--- src/rtl/tetris_input_pkg.sv ---
// Shared key definitions for the joystick/button input conditioner.
// Latency: n/a (constants and a pure helper function only).
// Backpressure: n/a.
package tetris_input_pkg;

    localparam int CODE_W = 4;

    // Bit positions within btn_raw / btn_level.
    localparam logic [2:0] BTN_UP    = 3'd0;
    localparam logic [2:0] BTN_RIGHT = 3'd1;
    localparam logic [2:0] BTN_DOWN  = 3'd2;
    localparam logic [2:0] BTN_LEFT  = 3'd3;
    localparam logic [2:0] BTN_SL    = 3'd4;
    localparam logic [2:0] BTN_SR    = 3'd5;
    localparam logic [2:0] BTN_HOLD  = 3'd6;
    localparam logic [2:0] BTN_RESET = 3'd7;

    // Codes the CPU sees when it reads the key register.
    localparam logic [CODE_W-1:0] KEY_UP    = 4'd1;
    localparam logic [CODE_W-1:0] KEY_RIGHT = 4'd2;
    localparam logic [CODE_W-1:0] KEY_DOWN  = 4'd3;
    localparam logic [CODE_W-1:0] KEY_LEFT  = 4'd4;
    localparam logic [CODE_W-1:0] KEY_SL    = 4'd7;
    localparam logic [CODE_W-1:0] KEY_SR    = 4'd8;
    localparam logic [CODE_W-1:0] KEY_HOLD  = 4'd9;
    localparam logic [CODE_W-1:0] KEY_RESET = 4'd10;

    // Movement keys that auto-repeat while held: Right, Down, Left.
    localparam logic [7:0] REPEATABLE = 8'b0000_1110;

    // Arbitration order; element [0] is the highest priority.
    localparam logic [7:0][2:0] PRIO_ORDER = {BTN_UP, BTN_RIGHT, BTN_DOWN, BTN_LEFT,
                                              BTN_SL, BTN_SR, BTN_HOLD, BTN_RESET};

    function automatic logic [CODE_W-1:0] code_of(input logic [2:0] idx);
        case (idx)
            BTN_UP:    code_of = KEY_UP;
            BTN_RIGHT: code_of = KEY_RIGHT;
            BTN_DOWN:  code_of = KEY_DOWN;
            BTN_LEFT:  code_of = KEY_LEFT;
            BTN_SL:    code_of = KEY_SL;
            BTN_SR:    code_of = KEY_SR;
            BTN_HOLD:  code_of = KEY_HOLD;
            default:   code_of = KEY_RESET;
        endcase
    endfunction

endpackage

--- src/rtl/tetris_key_debounce.sv ---
// Two-flop synchroniser plus debounce counter for one button pin.
// Latency: raw change to level change is 2 + DEBOUNCE_CYCLES cycles; rise pulses with the new level.
// Backpressure: none, free-running.
// Ports: clock, reset (sync, active-low), raw (async pin) -> level (debounced), rise (1-cycle press pulse).
module tetris_key_debounce #(
    parameter int DEBOUNCE_CYCLES = 1000000
) (
    input  logic clock,
    input  logic reset,
    input  logic raw,
    output logic level,
    output logic rise
);

    localparam int CW = $clog2(DEBOUNCE_CYCLES + 1);
    localparam logic [CW-1:0] LAST = CW'(DEBOUNCE_CYCLES - 1);

    logic          sync1;
    logic          sync2;
    logic [CW-1:0] cnt;

    always_ff @(posedge clock) begin
        if (!reset) begin
            sync1 <= 1'b0;
            sync2 <= 1'b0;
            level <= 1'b0;
            rise  <= 1'b0;
            cnt   <= '0;
        end else begin
            sync1 <= raw;
            sync2 <= sync1;
            rise  <= 1'b0;
            // Any cycle where the synced pin agrees with the level restarts the count,
            // so only an unbroken run of disagreement flips the level.
            if (sync2 == level) begin
                cnt <= '0;
            end else if (cnt == LAST) begin
                cnt   <= '0;
                level <= sync2;
                rise  <= sync2;
            end else begin
                cnt <= cnt + CW'(1);
            end
        end
    end

endmodule

--- src/rtl/tetris_input_ctrl.sv ---
// Conditions 8 button pins into debounced levels and a queue of one-shot key codes for the CPU.
// Latency: pin to key_valid is 2 + DEBOUNCE_CYCLES + 2 cycles when the queue has room.
// Backpressure: a full queue holds events in per-key pending flags; overflow flags a long stall.
// Ports: clock, reset (sync, active-low), btn_raw[7:0], rd_en (pop) -> key_code[31:0], key_valid,
//        btn_level[7:0], overflow (sticky).
module tetris_input_ctrl
    import tetris_input_pkg::*;
#(
    parameter int DEBOUNCE_CYCLES = 1000000,
    parameter int REPEAT_DELAY    = 15000000,
    parameter int REPEAT_PERIOD   = 5000000,   // must not exceed REPEAT_DELAY
    parameter int FIFO_DEPTH      = 4          // power of two, >= 2
) (
    input  logic        clock,
    input  logic        reset,
    input  logic [7:0]  btn_raw,
    input  logic        rd_en,
    output logic [31:0] key_code,
    output logic        key_valid,
    output logic [7:0]  btn_level,
    output logic        overflow
);

    localparam int PW = $clog2(FIFO_DEPTH);
    localparam int CW = PW + 1;
    localparam int HW = $clog2(REPEAT_DELAY + 1);
    localparam int OW = $clog2(DEBOUNCE_CYCLES + 1);

    logic [7:0] rise;
    logic [7:0] rep_fire;

    for (genvar i = 0; i < 8; i++) begin : g_btn
        tetris_key_debounce #(.DEBOUNCE_CYCLES(DEBOUNCE_CYCLES)) u_deb (
            .clock (clock),
            .reset (reset),
            .raw   (btn_raw[i]),
            .level (btn_level[i]),
            .rise  (rise[i])
        );

        if (REPEATABLE[i]) begin : g_rep
            // hold_cnt equals the number of cycles since the rise while the key is held.
            // After the first repeat it is wound back by REPEAT_PERIOD so the same
            // compare fires every period without a second comparator.
            logic [HW-1:0] hold_cnt;

            always_ff @(posedge clock) begin
                if (!reset || !btn_level[i]) begin
                    hold_cnt <= '0;
                end else if (rise[i]) begin
                    hold_cnt <= HW'(1);
                end else if (hold_cnt == HW'(REPEAT_DELAY)) begin
                    hold_cnt <= HW'(REPEAT_DELAY - REPEAT_PERIOD + 1);
                end else begin
                    hold_cnt <= hold_cnt + HW'(1);
                end
            end

            assign rep_fire[i] = btn_level[i] && (hold_cnt == HW'(REPEAT_DELAY));
        end else begin : g_norep
            assign rep_fire[i] = 1'b0;
        end
    end

    logic [7:0]        pending;
    logic [7:0]        grant;
    logic [CODE_W-1:0] grant_code;
    logic              found;

    always_comb begin
        grant      = '0;
        grant_code = '0;
        found      = 1'b0;
        for (int p = 0; p < 8; p++) begin
            if (!found && pending[PRIO_ORDER[3'(p)]]) begin
                found                    = 1'b1;
                grant[PRIO_ORDER[3'(p)]] = 1'b1;
                grant_code               = code_of(PRIO_ORDER[3'(p)]);
            end
        end
    end

    logic [CODE_W-1:0] mem [FIFO_DEPTH];
    logic [PW-1:0]     wr_ptr;
    logic [PW-1:0]     rd_ptr;
    logic [CW-1:0]     count;
    logic [OW-1:0]     ovf_cnt;
    logic              full;
    logic              do_pop;
    logic              do_push;
    logic              blocked;

    assign full    = (count == CW'(FIFO_DEPTH));
    assign do_pop  = rd_en && (count != '0);
    // A pop in the same cycle frees the slot, so a full queue still accepts.
    assign do_push = (pending != 8'h00) && (!full || rd_en);
    assign blocked = full && (pending != 8'h00) && !rd_en;

    always_ff @(posedge clock) begin
        if (do_push) begin
            mem[wr_ptr] <= grant_code;
        end
    end

    always_ff @(posedge clock) begin
        if (!reset) begin
            wr_ptr   <= '0;
            rd_ptr   <= '0;
            count    <= '0;
            pending  <= '0;
            ovf_cnt  <= '0;
            overflow <= 1'b0;
        end else begin
            if (do_push) begin
                wr_ptr <= wr_ptr + PW'(1);
            end
            if (do_pop) begin
                rd_ptr <= rd_ptr + PW'(1);
            end
            if (do_push && !do_pop) begin
                count <= count + CW'(1);
            end else if (!do_push && do_pop) begin
                count <= count - CW'(1);
            end
            // New events OR into the flags, so a repeat landing on a still-pending
            // key merges instead of queueing a duplicate.
            pending <= (pending & ~(do_push ? grant : 8'h00)) | rise | rep_fire;

            if (blocked) begin
                if (ovf_cnt == OW'(DEBOUNCE_CYCLES - 1)) begin
                    overflow <= 1'b1;
                end else begin
                    ovf_cnt <= ovf_cnt + OW'(1);
                end
            end else begin
                ovf_cnt <= '0;
            end
        end
    end

    assign key_valid = (count != '0);
    assign key_code  = key_valid ? {{(32 - CODE_W){1'b0}}, mem[rd_ptr]} : 32'd0;

endmodule

--- config.mk ---
export PLATFORM = sky130hd
export DESIGN_NAME = tetris_input_ctrl
export DESIGN_NICKNAME = d
export VERILOG_FILES = /design/src/rtl/tetris_input_pkg.sv /design/src/rtl/tetris_key_debounce.sv /design/src/rtl/tetris_input_ctrl.sv
export SDC_FILE = /design/constraint.sdc
export NUM_CORES = 1
export LEC_CHECK = 0
export BUFFER_PORTS_ARGS = -buffer_cell sky130_fd_sc_hd__buf_2
export CORE_UTILIZATION = 40
export CTS_BUF_LIST = sky130_fd_sc_hd__clkbuf_2 sky130_fd_sc_hd__clkbuf_4 sky130_fd_sc_hd__clkbuf_8
export DETAILED_ROUTE_END_ITERATION = 7
export GPL_ROUTABILITY_DRIVEN = 0
export MAX_ROUTING_LAYER = met4
export PLACE_DENSITY = 0.58
export RECOVER_POWER = 25
export SLEW_MARGIN = 10
export SYNTH_ARGS = -nofsm -noshare
export SYNTH_HDL_FRONTEND = slang
export SYNTH_SLANG_ARGS = --single-unit
--- constraint.sdc ---
create_clock -name clock -period 3.15 [get_ports clock]
set_input_delay 0.4725 -clock clock [delete_from_list [all_inputs] [get_ports clock]]
set_output_delay 0.4725 -clock clock [all_outputs]
set_load 0.02 [all_outputs]
After elaboration in Yosys (flattened, before gate mapping)

Memory sizes are Yosys's and may differ from the RTL's. A register that Yosys moved wholly into a read port is not among the register bits.
Cells that the tools add are included.
W data, S select, Z words.

Memory bits (writable): 16
Register bits after elaboration: 300
Memories: 1

Equal/unequal tests: 21
Reduce and logical (&&, ||, !) cells: 62
Bitwise logic cells: 21
Add/subtract/negate cells: 16
Multiplexer cells: 24

Memory list:

| name | words | bits a word | rd ports | clocked after memory_dff | write ports | line                    | source |
|---|---|---|---|---|---|---|---|
| mem  | 4     | 4           | 1        | 1                        | 1           | tetris_input_ctrl.sv:83 | `logic [CODE_W-1:0] mem [FIFO_DEPTH];` |

Operators by type and width:

| kind                    | count |
|---|---|
| $add A20 B1 Y20 const B | 9 |
| $eq A20 B20 Y1 const B  | 9 |
| $add A24 B1 Y24 const B | 3 |
| $eq A24 B24 Y1 const B  | 3 |
| $mux W24                | 3 |
| $reduce_or A3 Y1        | 19 |
| $mux W4                 | 5 |
| $reduce_and A2 Y1       | 10 |
| $not A1 Y1              | 17 |
| $logic_and A1 B1 Y1     | 12 |
| $logic_not A1 Y1        | 11 |
| $mux W1                 | 11 |
| $and A8 B8 Y8           | 1 |
| $eq A1 B1 Y1            | 8 |
| $mux W8                 | 1 |
| $not A8 Y8              | 1 |
| $or A8 B4 Y8            | 1 |
| $or A8 B8 Y8            | 1 |
| $reduce_bool A8 Y1      | 1 |
| $mux W3                 | 2 |
| $reduce_or A2 Y1        | 3 |
| $add A2 B1 Y2 const B   | 2 |
| $logic_or A1 B1 Y1      | 4 |
| $mux W2                 | 2 |
| other kinds (5)         | 5 |

Longest topological paths before layout

Depth after elaboration: 15
Gate-level depth with buffers: 9
Gate-level depth less buffers: 8

Hierarchy

A second synthesis with hierarchy kept.

Cells, all modules: 1608
Area total of the unflattened synthesis: 14507.7 um^2

Modules (own cells, without submodules):

| module                                   | cells each | area an instance (um^2) | times used |
|---|---|---|---|
| tetris_key_debounce (g_btn[0].u_deb ...) | 122        | 1081.0                  | 7 |
| tetris_input_ctrl                        | 634        | 5879.4                  | 1 |
| tetris_key_debounce (g_btn[7].u_deb)     | 120        | 1061.0                  | 1 |

Least setup slack after synthesis

Ideal clock, no wire load.

Kind: reg-to-reg
Start: reg g_btn[3].g_rep.hold_cnt[0]
End: reg g_btn[3].g_rep.hold_cnt[1]
Data arrival time: 2.279 ns
Library setup time: 0.116 ns
Stages on the path, launching flop included: 8
Clock period less this slack: 2.395 ns
Setup slack: 0.755 ns
Cell sequence: dfxtp_1 > inv_1 > ha_1 > or4b_1 > or4_4 > or4_4 > buf_6 > and3_1

Cells in the longest elaborated chain, start to end: 2
Elaborated cells between the ends (all ways): 3

RTL lines:

| item                                                    | line                    | source |
|---|---|---|
| from (decl)                                             | tetris_input_ctrl.sv:45 | `logic [HW-1:0] hold_cnt;` |
| from (signal assigned)                                  | tetris_input_ctrl.sv:53 | `hold_cnt <= HW'(REPEAT_DELAY - REPEAT_PERIOD + 1);` |
| from (signal assigned)                                  | tetris_input_ctrl.sv:55 | `hold_cnt <= hold_cnt + HW'(1);` |
| branches (longest 2 deep; another with $add A24 B1 Y24) | n/a                     |  |

Parallel ways; which one is timed is not known.
A chain may end at the register's enable or synchronous reset.

Worst setup path in the final report

Ends and elaborated chain as after synthesis.

==> impl_results.md <==
* Slew at the pin closest to its max-slew limit at about 1300 ps
* Overall routing resource usage at 16.3%
* Clock Skews at 19.4 ps
* Non-Filler Instances at 2173
* Critical path's largest stage delay at 610 ps
* Synth Warn # at 0
* Post-synth EDFFs at 16
* Port Buffers at 24
* CP max FO at 7
* Clk_lat worst skew at between 500 and 600 ps
* Crit path kind: reg2reg
* Post-detail-place hpwl at 19300 µm
* TNS Setup at 0 ps
* Top post-synthesis cells by area: dfxtp_1 42%, xor2_1 5.2%, nor2_1 4.2%, a21oi_1 3.8%, edfxtp_1 3.3%
* Seq/Total Area, Yosys at 45.2%
* Final ANT Viol Nets at 0
* I/O Pins at 53
* Crit path launch type: flop
* Req. time, crit path at 3620 ps
* Chip height at 192 µm
* Maxcap violations at 0
* Layout area overhead at 11.7%
* Final setup fails at 0
* Register area at 6530 µm²
* Minimum clock period at 2450 ps
* Hold WC Path Type: in2reg
* Post-CTS Resized at 0
* Die Area at 36800 µm²
* Root Driver: clkbuf_8
* Layout fillers at 3500
* Buf/Inv on CP at 1
* Synth top area share at 41.9%
* CORE AREA at ~36000 µm²
* Peak VDD IR at 0.340 mV
* Synth async-reset ratio at 0%
* DR vias/cell at 5.25
* Pins Over Slew Limit at 0
* Crit end category: flop
* DRC viols at 0
* Rows at 69
* Pre-Repair DR Iteration Count at 4
* Synth Flop Type: dfxtp_1
* First-pass GRT wire length at 49200 µm
* Leak at just over 5 nW
* #FFs+latches synth at 318
* Final net count at roughly 1700
* RSZ-0062 raised after global routing: no
* Synthesized cell area at approximately 14000 µm²
* Fin area at 16100 µm²
* Yosys cell types at 55
* CTS tree: built
* Number of global-route vias before repair at 10400
* N_diodes at 0
* Outcome: complete, no violations
* Syn_area_per_cell at 8.82 µm²
* Power Dens Cells at between 500 and 600 nW/µm²
* Die width at 192 µm
* Max Buffers Root-to-Sink at 3
* Critical path's slowest cell: or4_4
* H-tree Lvls at 2
* Worst slew margin at roughly 10%
* CTS buffer count at 55
* CP top delay family: simple AND/OR/NAND/NOR gates
* Multi-input gate area at 7260 µm²
* Cells after synthesis at between 1500 and 2000
* Crit-path cells: inv_1, ha_1, or4b_1, or4_4, or4_4, and3_1
* Hold_buf cts at 0
* Vias at ~11000
* Clock Sinks at approximately 320
* Largest net degree at the start of global routing at 22
* Final Hold Violating Endpoints at 0
* Routed wire length at roughly 29000 µm
* Critical path's most frequent cell: or4_4
* Initial Util at about two fifths
* Post-placement cell count at 2073
* Postcts setup bufs at 0
* Initial antenna violation count at 0
* Post-synth top area cell: dfxtp_1
* Data arrival, critical path at 2920 ps
* Clk slew on worst S/H paths at 60 ps
* Layout cells sized above 1 at a little under a tenth
* Total congestion overflow at 0
* Period utilisation layout at between 70 and 80%
* Area after DPL at approximately 15000 µm²
* DR iter-0 viols at 486
* Avg WL per Cell at 13.2 µm
* Highest clock rate at 409 MHz
## through the flow
step / util [%] / hold slack [ps] / total power [mW] / setup slack (ps)
floorplan: - / 411 / 4.48 / 755
global placement: 41.8 / 415 / 4.54 / 733
detailed placement: 41.8 / 418 / 4.55 / 709
CTS: 45.4 / 45.6 / 8.80 / 675
global route: 45.3 / 62.2 / 9.05 / 439
finish: 45.3 / 95.4 / 8.65 / 704
## layout make-up
type	instances	share of cell area [%]
well taps	461	3.58
clock buffers	93	7.44
flip-flops and latches	318	40.5
clock inverters	7	0.528
multi-input cells	1187	45.1
inverters	64	1.49
repair buffers	43	1.43
## layer usage
layer | track usage (%) | share of wire [%] | up-vias
met2 | 25.2 | 44 | 137
met5 | - | 0 | -
met4 | 4.91 | 2.2 | 0
met1 | 21.5 | 50 | 5321
li1 | - | - | 5898
met3 | 3.36 | 3.9 | 58
## sequential cells by signal (all words and copies together) (netlist names), named ones only
name / cells
count: 3
g_btn.g_rep.hold_cnt: 72
g_btn.u_deb.cnt: 160
g_btn.u_deb.level: 8
g_btn.u_deb.rise: 8
g_btn.u_deb.sync1: 8
g_btn.u_deb.sync2: 8
mem: 16
overflow: 1
ovf_cnt: 20
pending: 8
rd_ptr: 2
wr_ptr: 2
## cells in the mapped netlist, types with 11 or more instances
cell,n
xor2_1,85
and3_1,32
o31ai_1,37
nor3_1,21
and2_1,44
clkbuf_1,48
a21oi_1,109
or3_1,68
or4_1,54
a31oi_1,11
ha_1,20
nand4_1,68
o21ai_0,75
dfxtp_1,302
xnor2_1,54
and4_1,21
nor2_1,161
inv_1,64
nor4_1,23
nor4b_1,12
nand3_1,91
buf_4,36
nand2_1,93
or4b_2,13
edfxtp_1,16
## cell families after synthesis
logic type	Yosys count	synth area share, %
AOI/OAI and AO/OA	257	10.2
buffers and inverters	157	5.17
adders and majority gates	21	1.87
other	1	0.0260
DFF	318	45.2
xor gates and xnor gates	139	8.44
and+or+nand+nor	734	28.1
muxes	8	0.911
## placed cells by master (no fill, tap or decap), drive strengths merged, types with 4 or more instances in the layout
cell,instances
and4,21
mux4,4
or2,6
nor2,161
or4b,15
nor4,23
buf,30
and2,44
nor3,21
ha,20
o21ai,75
nand3b,6
nor2b,4
xnor2,54
o211ai,9
o31ai,37
xor2,85
nor3b,5
nor4b,12
or3,68
nand2,93
a21oi,109
or4,56
clkinv,5
dfxtp,302
a31oi,11
nand3,91
conb,28
inv,64
nand4,68
clkbuf,106
and3,32
edfxtp,16
## final timing paths
check | endpoint | slack [ps] | start | cells after the start
hold reg to reg | g_btn[7].u_deb.sync2 | 430 | g_btn[7].u_deb.sync1 | 1
hold / removal | g_btn[5].u_deb.sync1 | 100 | btn_raw[5] | 2
setup / recovery | g_btn[3].g_rep.hold_cnt[1] | 700 | g_btn[3].g_rep.hold_cnt[0] | 6
setup reg to reg | g_btn[3].g_rep.hold_cnt[1] | 700 | g_btn[3].g_rep.hold_cnt[0] | 6
## power breakdown
group	leakage [nW]	internal [mW]	total (mW)	switching, mW
clock	0.683	2.55	4.20	1.65
sequential	2.58	4.09	4.12	0.0328
combinational	1.83	0.118	0.326	0.208
total	5.10	6.75	8.65	1.89
Note: power is estimated with default switching activity, not from simulation.
